**config.mk**
```make
export PLATFORM = sky130hd
export DESIGN_NAME = key_cond
export DESIGN_NICKNAME = d
export VERILOG_FILES = /design/src/rtl/key_pkg.sv /design/src/rtl/key_tick.sv /design/src/rtl/key_cond.sv
export SDC_FILE = /design/constraint.sdc
export NUM_CORES = 1
export LEC_CHECK = 0
export ABC_CLOCK_PERIOD_IN_PS = 1900
export CAP_MARGIN = 20
export CORE_MARGIN = 4
export CORE_UTILIZATION = 36
export CTS_CLUSTER_DIAMETER = 200
export DETAILED_ROUTE_END_ITERATION = 10
export PLACE_DENSITY_LB_ADDON = 0.08
export REMOVE_ABC_BUFFERS = 1
export SYNTH_ARGS = -nofsm -noshare
export SYNTH_HDL_FRONTEND = slang
export SYNTH_SLANG_ARGS = --single-unit
```
**constraint.sdc**
```tcl
create_clock -name clk -period 1.9 [get_ports clk]
set_clock_uncertainty 0.2 [all_clocks]
set_input_delay 0.38 -clock clk [delete_from_list [all_inputs] [get_ports clk]]
set_output_delay 0.38 -clock clk [all_outputs]
set_load 0.05 [all_outputs]
```
**src/rtl/key_pkg.sv**
```systemverilog
// Shared definitions for the push-button conditioner: FSM state encodings,
// default timing constants for the 50 MHz board and a small helper.
package key_pkg;

    typedef enum logic [1:0] {
        ST_IDLE = 2'd0,
        ST_WAIT = 2'd1,
        ST_RPT  = 2'd2
    } key_state_e;

    // Defaults for a 50 MHz clock: 100 Hz sample, 500 ms hold, 100 ms repeat.
    localparam int unsigned SAMPLE_DIV_DEF = 500000;
    localparam int unsigned DB_CNT_DEF     = 3;
    localparam int unsigned HOLD_TICKS_DEF = 50;
    localparam int unsigned RPT_TICKS_DEF  = 10;

    localparam int unsigned TICK_W = 32;

    function automatic int unsigned max_u(input int unsigned a, input int unsigned b);
        return (a > b) ? a : b;
    endfunction

endpackage

```
**src/rtl/key_tick.sv**
```systemverilog
// Sample-tick divider: a 32-bit counter running 0..SAMPLE_DIV-1 that flags
// the last count as a one-clk tick.
module key_tick
    import key_pkg::*;
#(
    parameter int unsigned SAMPLE_DIV = SAMPLE_DIV_DEF
) (
    input  logic clk,
    input  logic rst,
    output logic tick
);

    localparam logic [TICK_W-1:0] LAST = TICK_W'(SAMPLE_DIV - 1);

    logic [TICK_W-1:0] cnt_q, cnt_d;

    // Tick on the terminal count, wrap to zero after it.
    always_comb begin
        tick  = (cnt_q == LAST);
        cnt_d = tick ? '0 : cnt_q + TICK_W'(1);
    end

    // Divider counter register.
    always_ff @(posedge clk or posedge rst) begin
        if (rst) begin
            cnt_q <= '0;
        end else begin
            cnt_q <= cnt_d;
        end
    end

endmodule

```
**src/rtl/key_cond.sv**
```systemverilog
// Push-button conditioner: synchronises an active-low switch, debounces it on
// a slow sample tick and emits a one-clk press pulse per accepted press.
// Build option KEY_COND_RPT_EN adds auto-repeat pulses while the key is held
// and drives o_hold during the repeat phase; without it o_hold is tied low.
module key_cond
    import key_pkg::*;
#(
    parameter int unsigned SAMPLE_DIV = SAMPLE_DIV_DEF,
    parameter int unsigned DB_CNT     = DB_CNT_DEF,
    parameter int unsigned HOLD_TICKS = HOLD_TICKS_DEF,
    parameter int unsigned RPT_TICKS  = RPT_TICKS_DEF
) (
    input  logic clk,
    input  logic rst,
    input  logic i_sw,
    output logic o_level,
    output logic o_press,
    output logic o_hold
);

    localparam int unsigned DB_W = (DB_CNT > 1) ? $clog2(DB_CNT + 1) : 1;

    if (SAMPLE_DIV == 0 || DB_CNT == 0 || HOLD_TICKS == 0 || RPT_TICKS == 0) begin : g_cfg_check
        $error("key_cond: all timing parameters must be non-zero");
    end

    // ------------------------------------------------------------------
    // Synchroniser
    // ------------------------------------------------------------------
    logic sync1_q, sync2_q;
    logic sw_s;

    // Two-flop synchroniser; resets to the released (high) level.
    always_ff @(posedge clk or posedge rst) begin
        if (rst) begin
            sync1_q <= 1'b1;
            sync2_q <= 1'b1;
        end else begin
            sync1_q <= i_sw;
            sync2_q <= sync1_q;
        end
    end

    assign sw_s = ~sync2_q;

    // ------------------------------------------------------------------
    // Sample tick
    // ------------------------------------------------------------------
    logic tick;

    key_tick #(
        .SAMPLE_DIV(SAMPLE_DIV)
    ) u_tick (
        .clk (clk),
        .rst (rst),
        .tick(tick)
    );

    // ------------------------------------------------------------------
    // Debounce
    // ------------------------------------------------------------------
    logic [DB_W-1:0] db_cnt_q, db_cnt_d;
    logic            level_q, level_d;

    // Count consecutive differing samples; flip the level on the DB_CNT-th.
    always_comb begin
        db_cnt_d = db_cnt_q;
        level_d  = level_q;
        if (tick) begin
            if (sw_s != level_q) begin
                if (db_cnt_q == DB_W'(DB_CNT - 1)) begin
                    level_d  = ~level_q;
                    db_cnt_d = '0;
                end else begin
                    db_cnt_d = db_cnt_q + DB_W'(1);
                end
            end else begin
                db_cnt_d = '0;
            end
        end
    end

    // Debounce counter and debounced level registers.
    always_ff @(posedge clk or posedge rst) begin
        if (rst) begin
            db_cnt_q <= '0;
            level_q  <= 1'b0;
        end else begin
            db_cnt_q <= db_cnt_d;
            level_q  <= level_d;
        end
    end

    // ------------------------------------------------------------------
    // Press / repeat FSM
    // ------------------------------------------------------------------
    key_state_e state_q, state_d;
    logic       press_q, press_d;

`ifdef KEY_COND_RPT_EN
    localparam int unsigned HC_MAX = max_u(HOLD_TICKS, RPT_TICKS);
    localparam int unsigned HC_W   = (HC_MAX > 1) ? $clog2(HC_MAX + 1) : 1;

    logic [HC_W-1:0] hc_q, hc_d;
    logic [HC_W-1:0] hc_inc, hc_lim;
    logic            hold_q, hold_d;
    logic            level_fall;

    // A fall decided this cycle must veto a repeat landing on the same tick.
    assign level_fall = level_q & ~level_d;

    // Next state: press on rise, count hold ticks, repeat while held.
    always_comb begin
        state_d = state_q;
        press_d = 1'b0;
        hold_d  = hold_q;
        hc_d    = hc_q;
        hc_inc  = hc_q + HC_W'(1);
        hc_lim  = (state_q == ST_RPT) ? HC_W'(RPT_TICKS) : HC_W'(HOLD_TICKS);
        unique case (state_q)
            ST_IDLE: begin
                if (level_q) begin
                    press_d = 1'b1;
                    hc_d    = '0;
                    state_d = ST_WAIT;
                end
            end
            ST_WAIT, ST_RPT: begin
                if (!level_q) begin
                    hold_d  = 1'b0;
                    hc_d    = '0;
                    state_d = ST_IDLE;
                end else if (tick) begin
                    if (hc_inc == hc_lim) begin
                        hc_d = '0;
                        if (!level_fall) begin
                            press_d = 1'b1;
                            hold_d  = 1'b1;
                            state_d = ST_RPT;
                        end
                    end else begin
                        hc_d = hc_inc;
                    end
                end
            end
            default: begin
                hold_d  = 1'b0;
                hc_d    = '0;
                state_d = ST_IDLE;
            end
        endcase
    end

    // Hold counter and repeat-phase flag registers.
    always_ff @(posedge clk or posedge rst) begin
        if (rst) begin
            hc_q   <= '0;
            hold_q <= 1'b0;
        end else begin
            hc_q   <= hc_d;
            hold_q <= hold_d;
        end
    end

    assign o_hold = hold_q;
`else
    // Next state: one press on rise, then wait for release.
    always_comb begin
        state_d = state_q;
        press_d = 1'b0;
        unique case (state_q)
            ST_IDLE: begin
                if (level_q) begin
                    press_d = 1'b1;
                    state_d = ST_WAIT;
                end
            end
            ST_WAIT: begin
                if (!level_q) begin
                    state_d = ST_IDLE;
                end
            end
            default: begin
                state_d = ST_IDLE;
            end
        endcase
    end

    assign o_hold = 1'b0;
`endif

    // FSM state and press pulse registers.
    always_ff @(posedge clk or posedge rst) begin
        if (rst) begin
            state_q <= ST_IDLE;
            press_q <= 1'b0;
        end else begin
            state_q <= state_d;
            press_q <= press_d;
        end
    end

    assign o_level = level_q;
    assign o_press = press_q;

endmodule

```
; ---- Yosys cells after proc, flatten, opt, wreduce, memory -nomap -nowiden
; Cells that the tools add are included.
[word_totals]
ff_bits = 40
inputBits = 3
wordCells = 28
output_inout_bits = 3
[classes]
reduce_logical = 3
n_eq_ne = 6
muxes = 8
bitwise = 2
addsub = 2
[ops]
columns = operator, n
row1 = adder 32 x 1 -> 32 bit (second input constant), 1
row2 = == test 32 x 19 -> 1 bit (second input constant), 1
row3 = two-way mux 32 bit, 1
row4 = two-way mux 2 bit, 4
row5 = != test 2 bit (second input constant), 2
row6 = one-hot mux 2 bit (2 select lines), 1
row7 = AND reduction 3 bit, 1
row8 = adder 2 x 1 -> 2 bit (second input constant), 1
row9 = == test 2 x 1 -> 1 bit (second input constant), 1
row10 = == test 2 bit (second input constant), 1
row11 = zero test 2 bit, 1
row12 = two-way mux 1 bit, 2
row13 = NOT 1 bit, 2
row14 = AND reduction 2 bit, 1
row15 = != test 1 bit, 1

; ---- Depth between registers and ports, before layout
; Gate-level depths: netlist of run 1.
[depth]
ltp_word = 3
ltp_mapped = 6
ltp_nobuf = 6

; ---- Hierarchy
; A second synthesis of run 1 with hierarchy kept.
[unflattened]
cells_unflattened = 168
area_unflattened_um2 = 1859.3
[by_module_without_submodules]
columns = mod, cells_each, n_inst, seq_area_each_um2, area_per_inst_um2
row1 = key_tick, 145, 1, 800.8, 1575.3
row2 = key_cond, 23, 1, 177.7, 284.0

; ---- Worst setup path before layout of run 1
; No wires, ideal clock.
[synth_path]
path_type = register -> register
from = register u_tick.cnt_q[0]
to = register level_q, in the netlist o_level
required_ns = 1.575
n_path_buf = 1
arrival_ns = 1.694
path_slack_ns = -0.119
path_stages_with_launch = 7
setup_time_ns = 0.125
period_less_slack_ns = 2.019
path_cell_list = dfrtp_1 ha_1 nand4_1 or4_1 buf_2 o21ai_2 o31ai_2
[synth_via]
elab_chain_cells = 2
[synth_lines]
columns = element, line_no
row1 = start: declaration, key_tick.sv:15  ; logic [TICK_W-1:0] cnt_q, cnt_d;
row2 = start signal: assignment, key_tick.sv:28  ; cnt_q <= cnt_d;
row3 = == test 32 x 19 -> 1 bit, key_tick.sv:19  ; tick = (cnt_q == LAST);
row4 = AND reduction 3 bit (no line), -
row5 = end signal: assignment, key_cond.sv:90  ; level_q <= level_d;
row6 = end: declaration, key_cond.sv:63  ; logic level_q, level_d;
; No other way between the ends.
; A chain may end at the register's enable or synchronous reset.

; ---- Worst setup path after layout of run 1
[layout_path]
from = register u_tick.cnt_q[12]
to = register level_q, in the netlist o_level
; The elaborated chain is that of the path after synthesis.

==> flow_summary.json, run 1 <==
{
  "hold_class": "flip-flop to flip-flop",
  "worst_slack_ns": -0.0884,
  "antenna_found_initial": 0,
  "gr-total-overflow": 0,
  "drv_slew": 0,
  "post_drt_wl_per_cell_um": 13.4,
  "tritoncts": "yes",
  "async_reset_ff_share_pct": 100,
  "synth_commonest_cells": "dfrtp_1, xnor2_1, nand3_1",
  "grt_max_degree": 40,
  "cp-start-kind": "flip-flop",
  "clock-sinks": 39,
  "synth_top_cell_area_share_pct": 51.8,
  "p_sw_share_pct": 21.3,
  "clk_path_buf_depth": 2,
  "post-route-util_pct": 50.8,
  "cp_slowest_cell": "or4_4",
  "synth_ff_type": "dfrtp_1",
  "maxCapViolCount": 0,
  "drtIter0Drc": 61,
  "path_max_fanout": 5,
  "wl_um": 3810,
  "syn_area_per_cell_um2": 10.9,
  "drive_above_1_share_pct": 33.9,
  "diodes": 0,
  "p_switching_mw": 0.297,
  "p_per_area_nw_per_um2": 578,
  "gp_congestion": 0.801,
  "dp_slack_ns": -0.172,
  "dieHeight_um": 78.5,
  "vias_per_cell": 4.75,
  "clock.fmax_mhz": 503,
  "synth_area_um2": 1790,
  "clk_latency_ns": 0.29,
  "route.detailed.drc": 0,
  "numCtsBuffers": 5,
  "nets": 222,
  "hpwl_um": 2600,
  "fin_crit_ns": 1.99,
  "synth_seq_cells": 39,
  "synth_top_family_by_area": "simple AND/OR/NAND/NOR gates",
  "start_util_pct": 37.6,
  "synth_compound_area_share_pct": 3.43,
  "intPower_mw": 1.10,
  "endpoint_kind": "flip-flop",
  "io_buffers": 4,
  "synth_most_common_cell": "dfrtp_1",
  "status": "finished with violations",
  "startpoint": "u_tick.cnt_q[12]",
  "instances_no_fill": 285,
  "total_power_mw": 1.40,
  "synthAdderAreaFrac_pct": 1.40,
  "grt_usage_pct": 13.5,
  "rsz0062_at_grt": "yes",
  "seq_area_frac_synth_pct": 54.8,
  "first_pass_iters": 6,
  "worstHoldStart": "sync1_q",
  "yosys-top-cells-area": "dfrtp_1, xnor2_1, nand3_1",
  "cts_hold_buf": 0,
  "yosysTopAreaCell": "dfrtp_1",
  "setup_violations": 5,
  "synth-xor-area-share_pct": 13.7,
  "num_vias": 1355,
  "vdd_ir_drop_max_uv": 294,
  "dieArea_um2": 6150,
  "power_frac_clock_pct": 38.0,
  "ios": 6,
  "fp-row-count": 25,
  "critPathArrivalTime_ns": 1.96,
  "slowest_delay_ns": 0.51,
  "area_growth_pct": 35.3,
  "ctsRootBufferMaster": "clkbuf_8",
  "comb_power_share_pct": 2.2,
  "r2r-start": "u_tick.cnt_q[12]",
  "antenna_left": 0,
  "synth_edf_count": 0,
  "yosys.area_share.simple_pct": 25.1,
  "synth.area.mux_share_pct": 0,
  "path_cells": "nor4_2, nand3_1, or4_4, buf_6, o21ai_2, o31ai_2",
  "fp.dieW_um": 78.5,
  "yosys_warnings": 0,
  "p_seq_share_pct": 59.7,
  "synth_cells": 164,
  "dp.cells": 269,
  "violations": "setup timing",
  "core_area_um2": 4750,
  "cts_max_level": 2,
  "path_clk_slew_ns": 0.07,
  "crit_type": "flip-flop to flip-flop",
  "grt_pass1_wl_um": 6330,
  "synth_cell_type_count": 30,
  "grt_pass1_vias": 1335,
  "cp.required_ns": 1.88,
  "finalHoldViolations": 0,
  "fin_crit_sh_pct": 105,
  "leakagePower_nw": 1.10
}
timing repair:
action / 4_1_cts / 5_1_grt
setup buffers: 2 / 5
endpoints found under the setup margin: 12 / 23
resized for setup: 11 / 16
gates cloned: 1 / 0
pin swaps: 11 / 8
placed cells by master, fill, tap and decap left out, types with 5 or more instances in the layout:
master,instances
buf_4,39
buf_6,5
clkbuf_8,5
dfrtp_1,37
nand2_1,12
nand3_1,17
nand4_1,10
nor2_1,14
xnor2_1,20
xor2_1,8
per-layer routing:
metal	GRT usage, %	vias to the layer above	wire length (um)
li1	-	675	-
met1	18.7	660	1870
met2	19.7	12	1780
met5	0	-	0
met4	6.29	0	76
met3	3.56	8	93
critical path: cells and delay by family, from the launching register on:
family | cells | cell delay [ns]
flip-flops | 1 | 0.39
buffers and inverters | 1 | 0.15
AO/OA/AOI/OAI | 2 | 0.19
AND/OR/NAND/NOR | 3 | 0.95
sequential cells by signal, indices dropped and copies added, names as in the netlist:
register      flops
sync2_q           1
state_q           1
o_press           1
u_tick.cnt_q     32
sync1_q           1
db_cnt_q          2
o_level           1
cell families after synthesis:
kind of cell    Yosys count
fa+ha+maj                 2
simple gates             80
buf+inv                   5
xor+xnor                 28
flops                    39
compound gates            9
other cells               1
metrics by stage:
stage | TNS, ns | area (um2) | hold WS, ns
2_1_floorplan | -0.807 | 1770 | 0.145
3_3_place_gp | -0.736 | 2190 | 0.146
3_5_place_dp | -0.837 | 2190 | 0.149
4_1_cts | -0.345 | 2330 | 0.159
5_1_grt | -0.924 | 2420 | 0.169
6_report | -0.222 | 2420 | 0.156
path summary, 6_finish.rpt:
check / slack, ns / end / cells after the start
worst max-delay path: -0.09 / o_level / 6
worst min register to register: 0.16 / sync2_q / 0
max in group asynchronous: 1.00 / sync1_q / 3
min in group asynchronous: 0.25 / u_tick.cnt_q[15] / 3
worst min-delay path: 0.16 / sync2_q / 0
worst max register to register: -0.09 / o_level / 6
final cells by class:
type                            instances  area, um2
Inverter                                3       11.3
Fill cell                             452       2340
Sequential cell                        39        978
Clock buffer                            7       76.3
Clock inverter                          1       5.00
Multi-Input combinational cell        120        853
Timing Repair Buffer                   48        409
Tap cell                               67       83.8
power by group through the flow:
stage | Sequential (mW) | Combinational (mW) | Clock [mW]
finish | 0.835 | 0.0312 | 0.531
global route | 0.835 | 0.0362 | 0.592
CTS | 0.834 | 0.0329 | 0.556
detailed placement | 0.851 | 0.0330 | 0
global placement | 0.851 | 0.0321 | 0
floorplan | 0.851 | 0.0182 | 0
Power figures use the tool's default switching activity.
==> run 2, diff against run 1 <==
--- a/config.mk
+++ b/config.mk
@@ -12,6 +12,7 @@
 export CTS_CLUSTER_DIAMETER = 200
 export DETAILED_ROUTE_END_ITERATION = 10
 export PLACE_DENSITY_LB_ADDON = 0.08
+export RECOVER_POWER = 50
 export REMOVE_ABC_BUFFERS = 1
 export SYNTH_ARGS = -nofsm -noshare
 export SYNTH_HDL_FRONTEND = slang
==> run 2 against run 1 <==
  * The run still ends with setup timing left
  * Critical path depth stayed put
  * Setup slack about the same
  * First-iteration DRC count is the same
  * Critical path type unchanged
==> flow_summary.json, run 2 (synthesis results as in run 1) <==
{
  "instances_no_fill": 285,
  "largest_reg_flops": 32,
  "grt_usage_pct": 13.5,
  "p_per_area_nw_per_um2": 580,
  "p_switching_mw": 0.296,
  "maxCapViolCount": 0,
  "comb_power_share_pct": 1.9,
  "numCtsBuffers": 5,
  "antenna_found_initial": 0,
  "post-route-util_pct": 50.5,
  "nFillCells": 453,
  "clock.fmax_mhz": 503,
  "slew_headroom_pct": 36.3,
  "fin_crit_sh_pct": 105,
  "grt_max_degree": 40,
  "drtIter0Drc": 61,
  "grt_pass1_vias": 1335,
  "cts_hold_buf": 0,
  "path_clk_slew_ns": 0.07,
  "stdcell_area_um2": 2400,
  "tritoncts": "yes",
  "worst_slack_ns": -0.0884,
  "ctsRootBufferMaster": "clkbuf_8",
  "drive_above_1_share_pct": 33.9,
  "finalHoldViolations": 0,
  "status": "finished with violations",
  "drv_slew": 0,
  "ios": 6,
  "path_max_fanout": 5,
  "antenna_left": 0,
  "tightest_slew_ns": 0.955,
  "route.detailed.drc": 0,
  "dieHeight_um": 78.5,
  "cp-start-kind": "flip-flop",
  "core_area_um2": 4750,
  "vdd_ir_drop_max_uv": 294,
  "gp_congestion": 0.801,
  "min_path_cells": 0,
  "hold-worst-slack_ns": 0.156,
  "num_vias": 1356,
  "vias_per_cell": 4.76,
  "area_growth_pct": 34.5,
  "rsz0062_at_grt": "yes",
  "start_util_pct": 37.6,
  "max_flop_register": "u_tick.cnt_q",
  "hpwl_um": 2600,
  "clk_latency_ns": 0.29,
  "crit_type": "flip-flop to flip-flop",
  "mostFrequentLayoutCell": "buf_4",
  "dieArea_um2": 6150,
  "cts_max_level": 2,
  "diodes": 0,
  "fp.dieW_um": 78.5,
  "grt_pass1_wl_um": 6330,
  "power_frac_clock_pct": 38.2,
  "violations": "setup timing",
  "leakagePower_nw": 1.10,
  "top_regs": "u_tick.cnt_q (32), db_cnt_q (2)",
  "critPathArrivalTime_ns": 1.96,
  "p_seq_share_pct": 60.0,
  "nets": 222,
  "io_buffers": 4,
  "total_power_mw": 1.39,
  "r2r_cells": 6,
  "intPower_mw": 1.10,
  "hold_class": "flip-flop to flip-flop",
  "post_drt_wl_per_cell_um": 13.4,
  "fin_crit_ns": 1.99,
  "p_sw_share_pct": 21.3,
  "seqCellArea_um2": 978,
  "clock-sinks": 39,
  "fp-row-count": 25,
  "setup_violations": 5,
  "dp.cells": 269,
  "mostFrequentLayoutCells": "buf_4, dfrtp_1, xnor2_1",
  "endpoint_kind": "flip-flop",
  "place_area_um2": 2190,
  "first_pass_iters": 6,
  "wl_um": 3810,
  "gr-total-overflow": 0,
  "multi_input_area_um2": 853,
  "clk_path_buf_depth": 2,
  "cp.required_ns": 1.88
}
[run 2: power by group through the flow]
stage                     combinational (mW)  clock [mW]  sequential (mW)
after floorplan                       0.0182           0            0.851
after global placement                0.0321           0            0.851
after detailed placement              0.0330           0            0.851
after CTS                             0.0329       0.556            0.834
after global routing                  0.0310       0.592            0.835
final                                 0.0262       0.531            0.835
[run 2: layout make-up]
class	count	area share, %
timing repair buffer	48	16.4
clock buffer	7	3.18
sequential	39	40.7
multi-input combinational	120	35.5
tap	67	3.49
clock inverter	1	0.208
inverter	3	0.469
[run 2: final timing paths]
check / start / endpoint / slack, ns
max in group asynchronous: rst / u_tick.cnt_q[2] / 0.28
worst max register to register: u_tick.cnt_q[12] / o_level / -0.09
worst min register to register: sync1_q / sync2_q / 0.16
worst max-delay path: u_tick.cnt_q[12] / o_level / -0.09
min in group asynchronous: rst / u_tick.cnt_q[15] / 0.63
worst min-delay path: sync1_q / sync2_q / 0.16
[run 2: what timing repair did]
item,in CTS,in global routing
gates cloned,1,0
pin swaps,11,8
endpoints found under the setup margin,12,23
setup buffers,2,5
gates resized for setup,11,16
[run 2: routing by layer]
| layer | vias to the layer above | part of all wire (%) | GRT usage, % |
|---|---|---|---|
| li1 | 675 | - | - |
| met1 | 661 | 49 | 18.7 |
| met2 | 12 | 47 | 19.7 |
| met3 | 8 | 2.4 | 3.56 |
| met4 | 0 | 2.0 | 6.29 |
| met5 | - | 0 | 0 |
[run 2: critical path, cell delays in order (launching register included)]
cell,delay (ns)
dfrtp_1,0.39
nor4_2,0.33
nand3_1,0.11
or4_4,0.51
buf_6,0.15
o21ai_2,0.12
o31ai_2,0.07
[run 2: stage by stage]
step / TNS [ns] / worst slack, ns
4_1_cts: -0.345 / -0.0856
2_1_floorplan: -0.807 / -0.169
6_report: -0.222 / -0.0884
5_1_grt: -0.924 / -0.137
3_5_place_dp: -0.837 / -0.172
3_3_place_gp: -0.736 / -0.157
==> run 3, diff against run 2 <==
--- a/config.mk
+++ b/config.mk
@@ -11,7 +11,7 @@
 export CORE_UTILIZATION = 36
 export CTS_CLUSTER_DIAMETER = 200
 export DETAILED_ROUTE_END_ITERATION = 10
-export PLACE_DENSITY_LB_ADDON = 0.08
+export PLACE_DENSITY = 0.51
 export RECOVER_POWER = 50
 export REMOVE_ABC_BUFFERS = 1
 export SYNTH_ARGS = -nofsm -noshare
==> run 3 against run 2 <==
  * The run still ends with setup timing left
  * First-iteration DRC count increased by 30%
  * Non-clock buffer count is 2 lower
  * Critical path depth stayed put
  * Fmax grew 0.57%
  * Setup slack better by 0.011 ns
  * Hold slack better by 0.0035 ns
  * Final cell count is 0.70% lower
  * Highest routed layer unchanged
==> flow_summary.json, run 3 (synthesis results as in run 1) <==
{
  "finalSetupTns_ns": -0.192,
  "nets": 220,
  "vdd_ir_drop_max_uv": 252,
  "path_max_fanout": 5,
  "max_flop_register": "u_tick.cnt_q",
  "seqCellArea_um2": 978,
  "slowest_delay_ns": 0.46,
  "dieHeight_um": 78.5,
  "area_growth_pct": 35.7,
  "slew_headroom_pct": 34.9,
  "tritoncts": "yes",
  "cp_slowest_cell": "or4_4",
  "hold-worst-slack_ns": 0.159,
  "wl_um": 3920,
  "leakagePower_nw": 1.12,
  "num_vias": 1396,
  "start_util_pct": 37.6,
  "intPower_mw": 1.13,
  "io_buffers": 4,
  "drv_slew": 0,
  "fp-row-count": 25,
  "route.detailed.drc": 0,
  "crit_type": "flip-flop to flip-flop",
  "rsz0062_at_grt": "yes",
  "fp.dieW_um": 78.5,
  "core_area_um2": 4750,
  "hpwl_um": 2630,
  "hold_class": "flip-flop to flip-flop",
  "cts_max_level": 2,
  "worst_slack_ns": -0.0772,
  "violations": "setup timing",
  "path_clk_slew_ns": 0.08,
  "path_cells": "nor4_2, nand4_1, or4_4, buf_6, o21ai_2, o31ai_2",
  "vias_per_cell": 4.93,
  "mostFrequentLayoutCells": "buf_4, dfrtp_1, xnor2_1",
  "drive_above_1_share_pct": 34.7,
  "drtIter0Drc": 79,
  "antenna_found_initial": 0,
  "ios": 6,
  "p_switching_mw": 0.301,
  "ctsRootBufferMaster": "clkbuf_8",
  "status": "finished with violations",
  "p_seq_share_pct": 58.3,
  "antenna_left": 0,
  "multi_input_area_um2": 881,
  "nFillCells": 455,
  "post_drt_wl_per_cell_um": 13.9,
  "grt_pass1_vias": 1391,
  "finalHoldViolations": 0,
  "numCtsBuffers": 5,
  "endpoint_kind": "flip-flop",
  "gr-total-overflow": 0,
  "critPathArrivalTime_ns": 1.96,
  "fin_crit_ns": 1.98,
  "clk_latency_ns": 0.29,
  "comb_power_share_pct": 1.8,
  "top_regs": "u_tick.cnt_q (32), db_cnt_q (2)",
  "post-route-util_pct": 51.0,
  "maxCapViolCount": 0,
  "clk_path_buf_depth": 2,
  "p_per_area_nw_per_um2": 591,
  "clock-sinks": 39,
  "fin_crit_sh_pct": 104,
  "grt_usage_pct": 14.2,
  "gp_congestion": 0.790,
  "grt_max_degree": 40,
  "total_power_mw": 1.43,
  "cp.required_ns": 1.88,
  "setup_violations": 5,
  "cp-start-kind": "flip-flop",
  "p_sw_share_pct": 21.0,
  "first_pass_iters": 4,
  "power_frac_clock_pct": 39.9,
  "instances_no_fill": 283,
  "dp.cells": 268,
  "clock.fmax_mhz": 506,
  "tightest_slew_ns": 0.977,
  "dieArea_um2": 6150,
  "largest_reg_flops": 32,
  "grt_pass1_wl_um": 6660,
  "diodes": 0
}
==> run 3: cell types whose count changed in the layout (fill, tap and decap cells not counted), sizes merged <==
| cell | change |
|---|---|
| buf | -2 |
==> run 3: cell type report <==
type / count / area share [%]
multi-input combinational: 120 / 36.3
timing repair buffer: 46 / 15.6
inverter: 3 / 0.464
sequential: 39 / 40.4
clock buffer: 7 / 3.56
clock inverter: 1 / 0.206
tap: 67 / 3.46
==> run 3: stage by stage <==
step / worst slack (ns) / cell area [um2]
after floorplan: -0.169 / 1770
after global placement: -0.156 / 2180
after detailed placement: -0.210 / 2180
after CTS: -0.0887 / 2330
after global routing: -0.134 / 2420
final: -0.0772 / 2420
==> run 3: routing by layer <==
| metal | track usage, % | routed length (um) | vias up | share of wire (%) |
|---|---|---|---|---|
| met1 | 17.8 | 1800 | 685 | 46 |
| met4 | 5.94 | 66 | 0 | 1.7 |
| li1 | - | - | 676 | - |
| met5 | 0 | 0 | - | 0 |
| met3 | 4.13 | 151 | 8 | 3.9 |
| met2 | 22.9 | 1900 | 27 | 48 |
==> run 3: timing repair <==
action,CTS,global route
buffers inserted,3,3
cloned,1,1
setup endpoints to repair,9,25
endpoints found under the hold margin,0,0
hold buffers,0,0
resized for setup,9,23
pin swaps,7,7
==> run 3: power by group through the flow <==
stage / sequential [mW] / clock [mW] / combinational (mW)
finish: 0.835 / 0.571 / 0.0264
floorplan: 0.851 / 0 / 0.0182
global placement: 0.851 / 0 / 0.0317
global route: 0.835 / 0.634 / 0.0312
detailed placement: 0.851 / 0 / 0.0327
CTS: 0.834 / 0.596 / 0.0327
==> run 3: path summary, 6_finish.rpt <==
check	startpoint	end	slack, ns	depth (start not counted)
worst max-delay path	u_tick.cnt_q[24]	o_level	-0.08	6
worst min-delay path	sync1_q	sync2_q	0.16	0
worst max register to register	u_tick.cnt_q[24]	o_level	-0.08	6
worst min register to register	sync1_q	sync2_q	0.16	0
max in group asynchronous	rst	u_tick.cnt_q[25]	0.26	3
min in group asynchronous	rst	state_q[0]	0.63	3
==> run 3: worst max-delay path: cells and delay by family, from the launching register on <==
kind	cells	cell delay, ns
flip-flops	1	0.39
buffers and inverters	1	0.15
AO/OA/AOI/OAI	2	0.18
AND/OR/NAND/NOR	3	0.94
